File: config.mk
export PLATFORM = sky130hd
export DESIGN_NAME = dac_stream_source
export DESIGN_NICKNAME = d
export VERILOG_FILES = /design/src/rtl/dac_stream_source.sv
export SDC_FILE = /design/constraint.sdc
export NUM_CORES = 2
export LEC_CHECK = 0
export ABC_CLOCK_PERIOD_IN_PS = 3450
export BUFFER_PORTS_ARGS = -buffer_cell sky130_fd_sc_hd__buf_2
export CORE_MARGIN = 10
export CORE_UTILIZATION = 45
export DETAILED_ROUTE_END_ITERATION = 6
export SLEW_MARGIN = 30
export SYNTH_ARGS = -nofsm -noshare
export SYNTH_HDL_FRONTEND = slang
export SYNTH_MEMORY_MAX_BITS = 65536
export SYNTH_SLANG_ARGS = --single-unit
export TNS_END_PERCENT = 20
File: constraint.sdc
create_clock -name clk -period 3.45 [get_ports clk]
set_input_delay 0.1725 -clock clk [delete_from_list [all_inputs] [get_ports clk]]
set_output_delay 0.1725 -clock clk [all_outputs]
set_load 0.005 [all_outputs]
File: src/rtl/dac_stream_source.sv
// dac_stream_source
//   Table-driven AXI4-Stream sample source. Plays one period of the stored
//   waveform on each enabled DAC lane in ascending lane order, driving the
//   active lane and zeroing all other lanes of the output word.
//
//   Optional feature macro: DAC_SRC_GAIN_EN
//     defined   : adds the `gain` port (Q2.14 signed) and one extra pipeline
//                 stage that scales and saturates every emitted sample.
//     undefined : samples pass through unchanged; no multiplier, no stage.
//
// Ports
//   clk, rst         clock, synchronous active-high reset
//   tbl_we/addr/wdata waveform table write port (ignored while busy)
//   num_samples      samples per lane period, clamped to DEPTH, latched on start
//   ch_mask          enabled lanes, latched on start
//   gain             Q2.14 gain, latched on start (DAC_SRC_GAIN_EN only)
//   start            single-cycle sweep request, honoured only in IDLE
//   m_axis_*         AXI4-Stream master (tdata/tvalid/tready/tlast)
//   active_ch        lane carried by the current output beat
//   busy             sweep in progress
//   done             one-cycle pulse after the final beat was accepted
module dac_stream_source #(
  parameter  int unsigned N_DAC    = 16,
  parameter  int unsigned DAC_BITS = 16,
  parameter  int unsigned DEPTH    = 256,
  localparam int unsigned BITS     = N_DAC * DAC_BITS,
  localparam int unsigned AW       = $clog2(DEPTH),
  localparam int unsigned CW       = $clog2(N_DAC)
) (
  input  logic                clk,
  input  logic                rst,
  input  logic                tbl_we,
  input  logic [AW-1:0]       tbl_addr,
  input  logic [DAC_BITS-1:0] tbl_wdata,
  input  logic [AW:0]         num_samples,
  input  logic [N_DAC-1:0]    ch_mask,
`ifdef DAC_SRC_GAIN_EN
  input  logic [15:0]         gain,
`endif
  input  logic                start,
  output logic [BITS-1:0]     m_axis_tdata,
  output logic                m_axis_tvalid,
  input  logic                m_axis_tready,
  output logic                m_axis_tlast,
  output logic [CW-1:0]       active_ch,
  output logic                busy,
  output logic                done
);

  localparam int unsigned NW = AW + 1;
`ifdef DAC_SRC_GAIN_EN
  localparam int unsigned LAT = 2;
`else
  localparam int unsigned LAT = 1;
`endif
  // Skid holds every beat that can be in flight when the output stalls.
  localparam int unsigned SK  = LAT;
  localparam int unsigned SKW = 2;
  localparam int unsigned OW  = 2;

  typedef enum logic [1:0] {S_IDLE, S_RUN, S_DRAIN, S_DONE} state_t;

  typedef struct packed {
    logic [DAC_BITS-1:0] data;
    logic [CW-1:0]       ch;
    logic                last;
  } beat_t;

  state_t            state_q, state_d;
  logic [N_DAC-1:0]  mask_q, mask_d;
  logic [NW-1:0]     num_q, num_d;
  logic [AW-1:0]     idx_q, idx_d;
  logic [CW-1:0]     ch_q, ch_d;
  logic [OW-1:0]     occ_q, occ_d;
  logic [CW:0]       lo, nx;
  logic              issue, issue_last, accept, room;

  logic [DAC_BITS-1:0] mem [DEPTH];
  logic [DAC_BITS-1:0] ram_q;
  logic                r_v, r_last;
  logic [CW-1:0]       r_ch;

  beat_t             land, out_pl;
  logic              land_v;
  beat_t             skid [SK];
  logic [SKW-1:0]    sk_cnt;
  logic              out_free, pop, push, load;
  int                push_idx;

  // Lowest set mask bit at or above lane `from`; MSB flags that one exists.
  function automatic logic [CW:0] first_set(input logic [N_DAC-1:0] m, input int from);
    logic [CW:0] r;
    r = '0;
    for (int i = int'(N_DAC) - 1; i >= 0; i--) begin
      if (m[i] && (i >= from)) r = {1'b1, CW'(i)};
    end
    return r;
  endfunction

  // Sweep sequencer: next state, counters and read issue.
  always_comb begin
    state_d    = state_q;
    mask_d     = mask_q;
    num_d      = num_q;
    idx_d      = idx_q;
    ch_d       = ch_q;
    issue      = 1'b0;
    issue_last = 1'b0;
    lo         = first_set(ch_mask, 0);
    nx         = first_set(mask_q, int'(ch_q) + 1);
    accept     = m_axis_tvalid && m_axis_tready;
    // Credit check: at most one beat in the output register plus LAT in flight/skid.
    room       = (occ_q - OW'(accept)) <= OW'(LAT);
    case (state_q)
      S_IDLE: begin
        if (start) begin
          mask_d = ch_mask;
          num_d  = (num_samples > NW'(DEPTH)) ? NW'(DEPTH) : num_samples;
          idx_d  = '0;
          ch_d   = lo[CW-1:0];
          if (!lo[CW] || (num_samples == '0)) state_d = S_DONE;
          else                                state_d = S_RUN;
        end
      end
      S_RUN: begin
        if (room) begin
          issue = 1'b1;
          if ({1'b0, idx_q} == (num_q - NW'(1))) begin
            idx_d = '0;
            if (nx[CW]) begin
              ch_d = nx[CW-1:0];
            end else begin
              issue_last = 1'b1;
              state_d    = S_DRAIN;
            end
          end else begin
            idx_d = idx_q + AW'(1);
          end
        end
      end
      S_DRAIN: begin
        if (accept && m_axis_tlast) state_d = S_DONE;
      end
      S_DONE:  state_d = S_IDLE;
      default: state_d = S_IDLE;
    endcase
    occ_d = occ_q - OW'(accept) + OW'(issue);
  end

  // Sequencer state register.
  always_ff @(posedge clk) begin
    if (rst) begin
      state_q <= S_IDLE;
      mask_q  <= '0;
      num_q   <= '0;
      idx_q   <= '0;
      ch_q    <= '0;
      occ_q   <= '0;
    end else begin
      state_q <= state_d;
      mask_q  <= mask_d;
      num_q   <= num_d;
      idx_q   <= idx_d;
      ch_q    <= ch_d;
      occ_q   <= occ_d;
    end
  end

  // Waveform table: writes only while idle, reads only while running.
  always_ff @(posedge clk) begin
    if (tbl_we && (state_q == S_IDLE) && !busy) mem[tbl_addr] <= tbl_wdata;
    if (issue) ram_q <= mem[idx_q];
  end

  // Read-stage tag travelling alongside the RAM output.
  always_ff @(posedge clk) begin
    if (rst) r_v <= 1'b0;
    else     r_v <= issue;
    r_ch   <= ch_q;
    r_last <= issue_last;
  end

`ifdef DAC_SRC_GAIN_EN
  localparam int unsigned GW = 16;
  localparam int unsigned PW = DAC_BITS + GW;

  logic [GW-1:0]        gain_q;
  logic signed [PW-1:0] prod, scaled;
  logic [DAC_BITS-1:0]  sat_val;
  beat_t                g_pl;
  logic                 g_v;

  // Gain is frozen for the whole sweep.
  always_ff @(posedge clk) begin
    if (rst)                             gain_q <= GW'(16384);
    else if ((state_q == S_IDLE) && start) gain_q <= gain;
  end

  // Q2.14 scale with symmetric saturation to the sample range.
  always_comb begin
    prod   = PW'($signed(ram_q)) * PW'($signed(gain_q));
    scaled = prod >>> 14;
    if ((&scaled[PW-1:DAC_BITS-1]) || (~|scaled[PW-1:DAC_BITS-1]))
      sat_val = scaled[DAC_BITS-1:0];
    else if (scaled[PW-1])
      sat_val = {1'b1, {(DAC_BITS-1){1'b0}}};
    else
      sat_val = {1'b0, {(DAC_BITS-1){1'b1}}};
  end

  always_ff @(posedge clk) begin
    if (rst) g_v <= 1'b0;
    else     g_v <= r_v;
    g_pl <= '{data: sat_val, ch: r_ch, last: r_last};
  end

  always_comb begin
    land_v = g_v;
    land   = g_pl;
  end
`else
  always_comb begin
    land_v = r_v;
    land   = '{data: ram_q, ch: r_ch, last: r_last};
  end
`endif

  // Output hand-off: skid entries are older than the landing beat.
  always_comb begin
    out_free = !m_axis_tvalid || m_axis_tready;
    pop      = out_free && (sk_cnt != '0);
    load     = out_free && ((sk_cnt != '0) || land_v);
    push     = land_v && !(out_free && (sk_cnt == '0));
    out_pl   = (sk_cnt != '0) ? skid[0] : land;
    push_idx = int'(sk_cnt) - int'(pop);
  end

  always_ff @(posedge clk) begin
    if (rst) sk_cnt <= '0;
    else     sk_cnt <= sk_cnt - SKW'(pop) + SKW'(push);
  end

  always_ff @(posedge clk) begin
    if (pop) begin
      for (int i = 0; i < int'(SK) - 1; i++) skid[i] <= skid[i+1];
    end
    for (int i = 0; i < int'(SK); i++) begin
      if (push && (i == push_idx)) skid[i] <= land;
    end
  end

  // Registered AXI outputs; payload only changes when a new beat is loaded.
  always_ff @(posedge clk) begin
    if (rst) begin
      m_axis_tvalid <= 1'b0;
      m_axis_tdata  <= '0;
      m_axis_tlast  <= 1'b0;
      active_ch     <= '0;
    end else if (load) begin
      m_axis_tvalid <= 1'b1;
      m_axis_tdata  <= BITS'(out_pl.data) << (out_pl.ch * DAC_BITS);
      m_axis_tlast  <= out_pl.last;
      active_ch     <= out_pl.ch;
    end else if (accept) begin
      m_axis_tvalid <= 1'b0;
    end
  end

  // Status flags follow the sequencer state by one cycle.
  always_ff @(posedge clk) begin
    if (rst) begin
      busy <= 1'b0;
      done <= 1'b0;
    end else begin
      busy <= (state_q == S_RUN) || (state_q == S_DRAIN);
      done <= (state_q == S_DONE);
    end
  end

endmodule

==> qor.txt <==
Synth Area in Adders -> 0.110%
Synth Cell Area -> 0.170 sq mm
Synth Instances -> 7813
number of global-route vias before repair -> 87821
post-route ant nets -> 0
Max Cap Viol -> 0
GR Overflow Total -> 0
hold path start -> tbl_addr[5]
startpoint types -> flip-flop
number of top-level pins -> 318
CP Data Required Time -> 4.16 ns
skew final -> 0.0664 ns
GR Util All Layers -> 23.1%
Leakage Power -> 63.3 nW
CTS tree -> yes
final setup violation count -> 6
Synth Area in Simple Gates -> 2.37%
Max Fclk -> 283 MHz
commonest non-fill, non-tap cell in the layout -> edfxtp_1
largest net degree at the start of global routing -> 134
cells taking the most area after synthesis -> edfxtp_1, mux4_2, dfxtp_1
Least-Margin Pin Slew -> 1.05 ns
Tot Pwr -> 124 mW
number of nets in the layout -> 9182
RSZ-0062 raised after global routing -> yes
Period minus WS final -> 3.53 ns
post-synthesis mux area share -> 16.9%
Synth Area in Compound Gates -> 2.41%
largest family of logic cells by synthesized area -> multiplexers
fin crit share -> 102%
critical path's largest stage delay -> 0.53 ns
routed vias/inst -> 6.05
Longest Clk Path Bufs -> 4
most frequent cells in the layout -> edfxtp_1, mux4_2, buf_4, clkbuf_16, nor2_1
Seq cells post-synth -> 4446
total clock sinks -> 4446
die area -> 0.403 sq mm
Post-Syn Nets -> 7882
Hold Crit Class -> in2reg
share of post-route cells with drive strength above 1 -> 36.1%
DIE WIDTH -> 634 microns
Reg2Reg Launch Point -> idx_q[0]$_SDFFE_PP0P_
Slowest-stage cell, CP -> mux4_2
clock tree root buffer cell -> clkbuf_16
final WL -> 472000 microns
post-synth cell types -> 67
Yosys top cell by area -> edfxtp_1
Final Slew Violations -> 0
starting density of the core -> 45.2%
Worst Setup End Kind -> flip-flop
path type of the worst setup path -> reg2reg
HPWL Detailed -> 287000 microns
initial DRC count -> 11022
chip height -> 634 microns
outcome -> finished, violations left
initial antenna violation count -> 29
CP arrival -> 4.23 ns
crit path from -> idx_q[0]$_SDFFE_PP0P_
register area share after synthesis -> 76.7%
Reg clk slew, reported paths -> 0.06 ns
worst-skew pair later-pin latency -> 0.99 ns
Mapped Avg Cell Area -> 21.7 sq um
CTS H-tree lvls -> 5
first-pass GRT wire length -> 668000 microns
row count -> 225
DR vias -> 87644
Synth top area share -> 73.0%
DR pass1 iterations -> 6
pwr/cell area -> 615 mW/mm^2
failing checks -> negative setup slack
DR WL/cell -> 32.6 microns
DRC viols -> 0
Finished Cell Area -> 0.201 sq mm
peak supply drop -> 0.557 mV
P&R area growth vs syn -> 18.5%
Post-DP Area -> 0.184 sq mm
ys flop type -> edfxtp_1
Slew HR -> 29.9%
CTS buffer count -> 439
Async SR Flop Fraction -> 0%
Post-synth EDFFs -> 4133
Post-Synth XOR/XNOR Area -> 0.0979%
Final Hold Fails -> 0
worst setup margin -> -0.0780 ns
port bufs -> 317
crit path cell chain -> buf_12 > buf_16 > buf_16 > buf_8 > buf_4 > mux4_2 > mux4_2 > nor3_2 > buf_4 > nor4_2 > buf_12 > or4_1
core box area -> 0.376 sq mm
gpl congestion -> 0.826
Synthesis Warnings -> 0
largest fanout on the critical path -> 6
==> cells by family (layout without fill, tap and decap cells) <==
| logic type | Yosys count | in the layout |
|---|---|---|
| flops | 4446 | 4446 |
| mux | 1314 | 1314 |
| simple gates | 953 | 953 |
| compound gates | 572 | 572 |
| buf+inv | 494 | 2161 |
| xor+xnor | 19 | 19 |
| fa+ha+maj | 15 | 15 |
| other cells | 0 | 7 |
==> cell type report <==
type                    instances  area (sq um)
inverters                      21          78.8
flip-flops and latches       4446        130000
clock inverters               274          2900
fillers                     28472        174000
clock buffers                 534         11700
diodes                          7          17.5
repair buffers               1332         11900
multi-input cells            2873         38200
well taps                    4994          6250
==> cell usage after synthesis, drive strengths merged, types with 8 or more instances <==
cell / number
edfxtp: 4133
mux4: 1246
nor2: 585
a22oi: 327
dfxtp: 313
clkbuf: 251
buf: 222
nand2: 183
a21oi: 77
mux2i: 62
nand3: 45
o21ai: 35
nor2b: 22
inv: 21
nor3: 19
nand2b: 17
a22o: 15
ha: 15
nor3b: 13
a221oi: 12
a31oi: 12
o22ai: 12
a211oi: 11
nand3b: 11
nor4: 11
xor2: 10
o221ai: 9
xnor2: 9
a311oi: 8
or3: 8
==> metrics by stage <==
stage	utilization, %	cells	hold WS [ns]	TNS [ns]	setup slack, ns
after global placement	49.0	13500	0.450	-6.32	-1.03
final	53.6	14481	0.0688	-0.142	-0.0780
after floorplan	-	7813	0.271	0	0.509
after CTS	53.5	14456	0.00979	-0.0899	-0.0358
after global routing	53.6	14478	0.0808	-0.357	-0.0838
after detailed placement	49.0	13502	0.450	-6.13	-1.01
==> timing repair <==
item                                    CTS  global route
hold buffers                            116             1
gates resized for setup                  88            43
setup buffers                            26            15
setup endpoints to repair                16            22
cloned                                    9             0
pin swaps                                14             6
endpoints found under the hold margin  1248           163
==> path summary, 6_finish.rpt <==
check / end / slack (ns) / cells past startpoint
worst min register to register: skid[0][0]$_DFFE_PP_ / 0.47 / 0
worst min-delay path: mem[125][10]$_DFFE_PP_ / 0.07 / 4
worst max-delay path: ram_q[8]$_DFFE_PP_ / -0.08 / 12
worst max register to register: ram_q[8]$_DFFE_PP_ / -0.08 / 12
==> flip-flops by register name, indices dropped and copies added (netlist names) <==
name and count:
m_axis_tlast 1, ch_q 4, ram_q 16, busy 1, active_ch 4, skid 21
idx_q 8, r_ch 4, r_last 1, m_axis_tdata 256, land_v 1, state_q 2
done 1, sk_cnt 2, occ_q 2, mem 4096, mask_q 16, num_q 9
m_axis_tvalid 1
==> critical path: cells and delay by family, from the launching register on <==
kind | cells | cell delay, ns
buf+inv | 7 | 1.05
simple gates | 3 | 0.71
mux | 2 | 1.03
flops | 1 | 0.38
==> per-layer routing <==
metal | vias to the layer above | track usage [%] | routed length (microns)
met5 | - | 0 | 22
met3 | 760 | 4.69 | 45200
met1 | 47069 | 32.4 | 187000
met2 | 4430 | 36.9 | 225000
met4 | 4 | 6.61 | 15000
li1 | 35381 | - | -
==> power by group <==
group	internal, mW	switching [mW]	total, mW
combinational	7.17	8.49	15.7
clock	27.8	20.5	48.4
sequential	59.4	0.491	59.9
(Power assumes the default switching activity.)
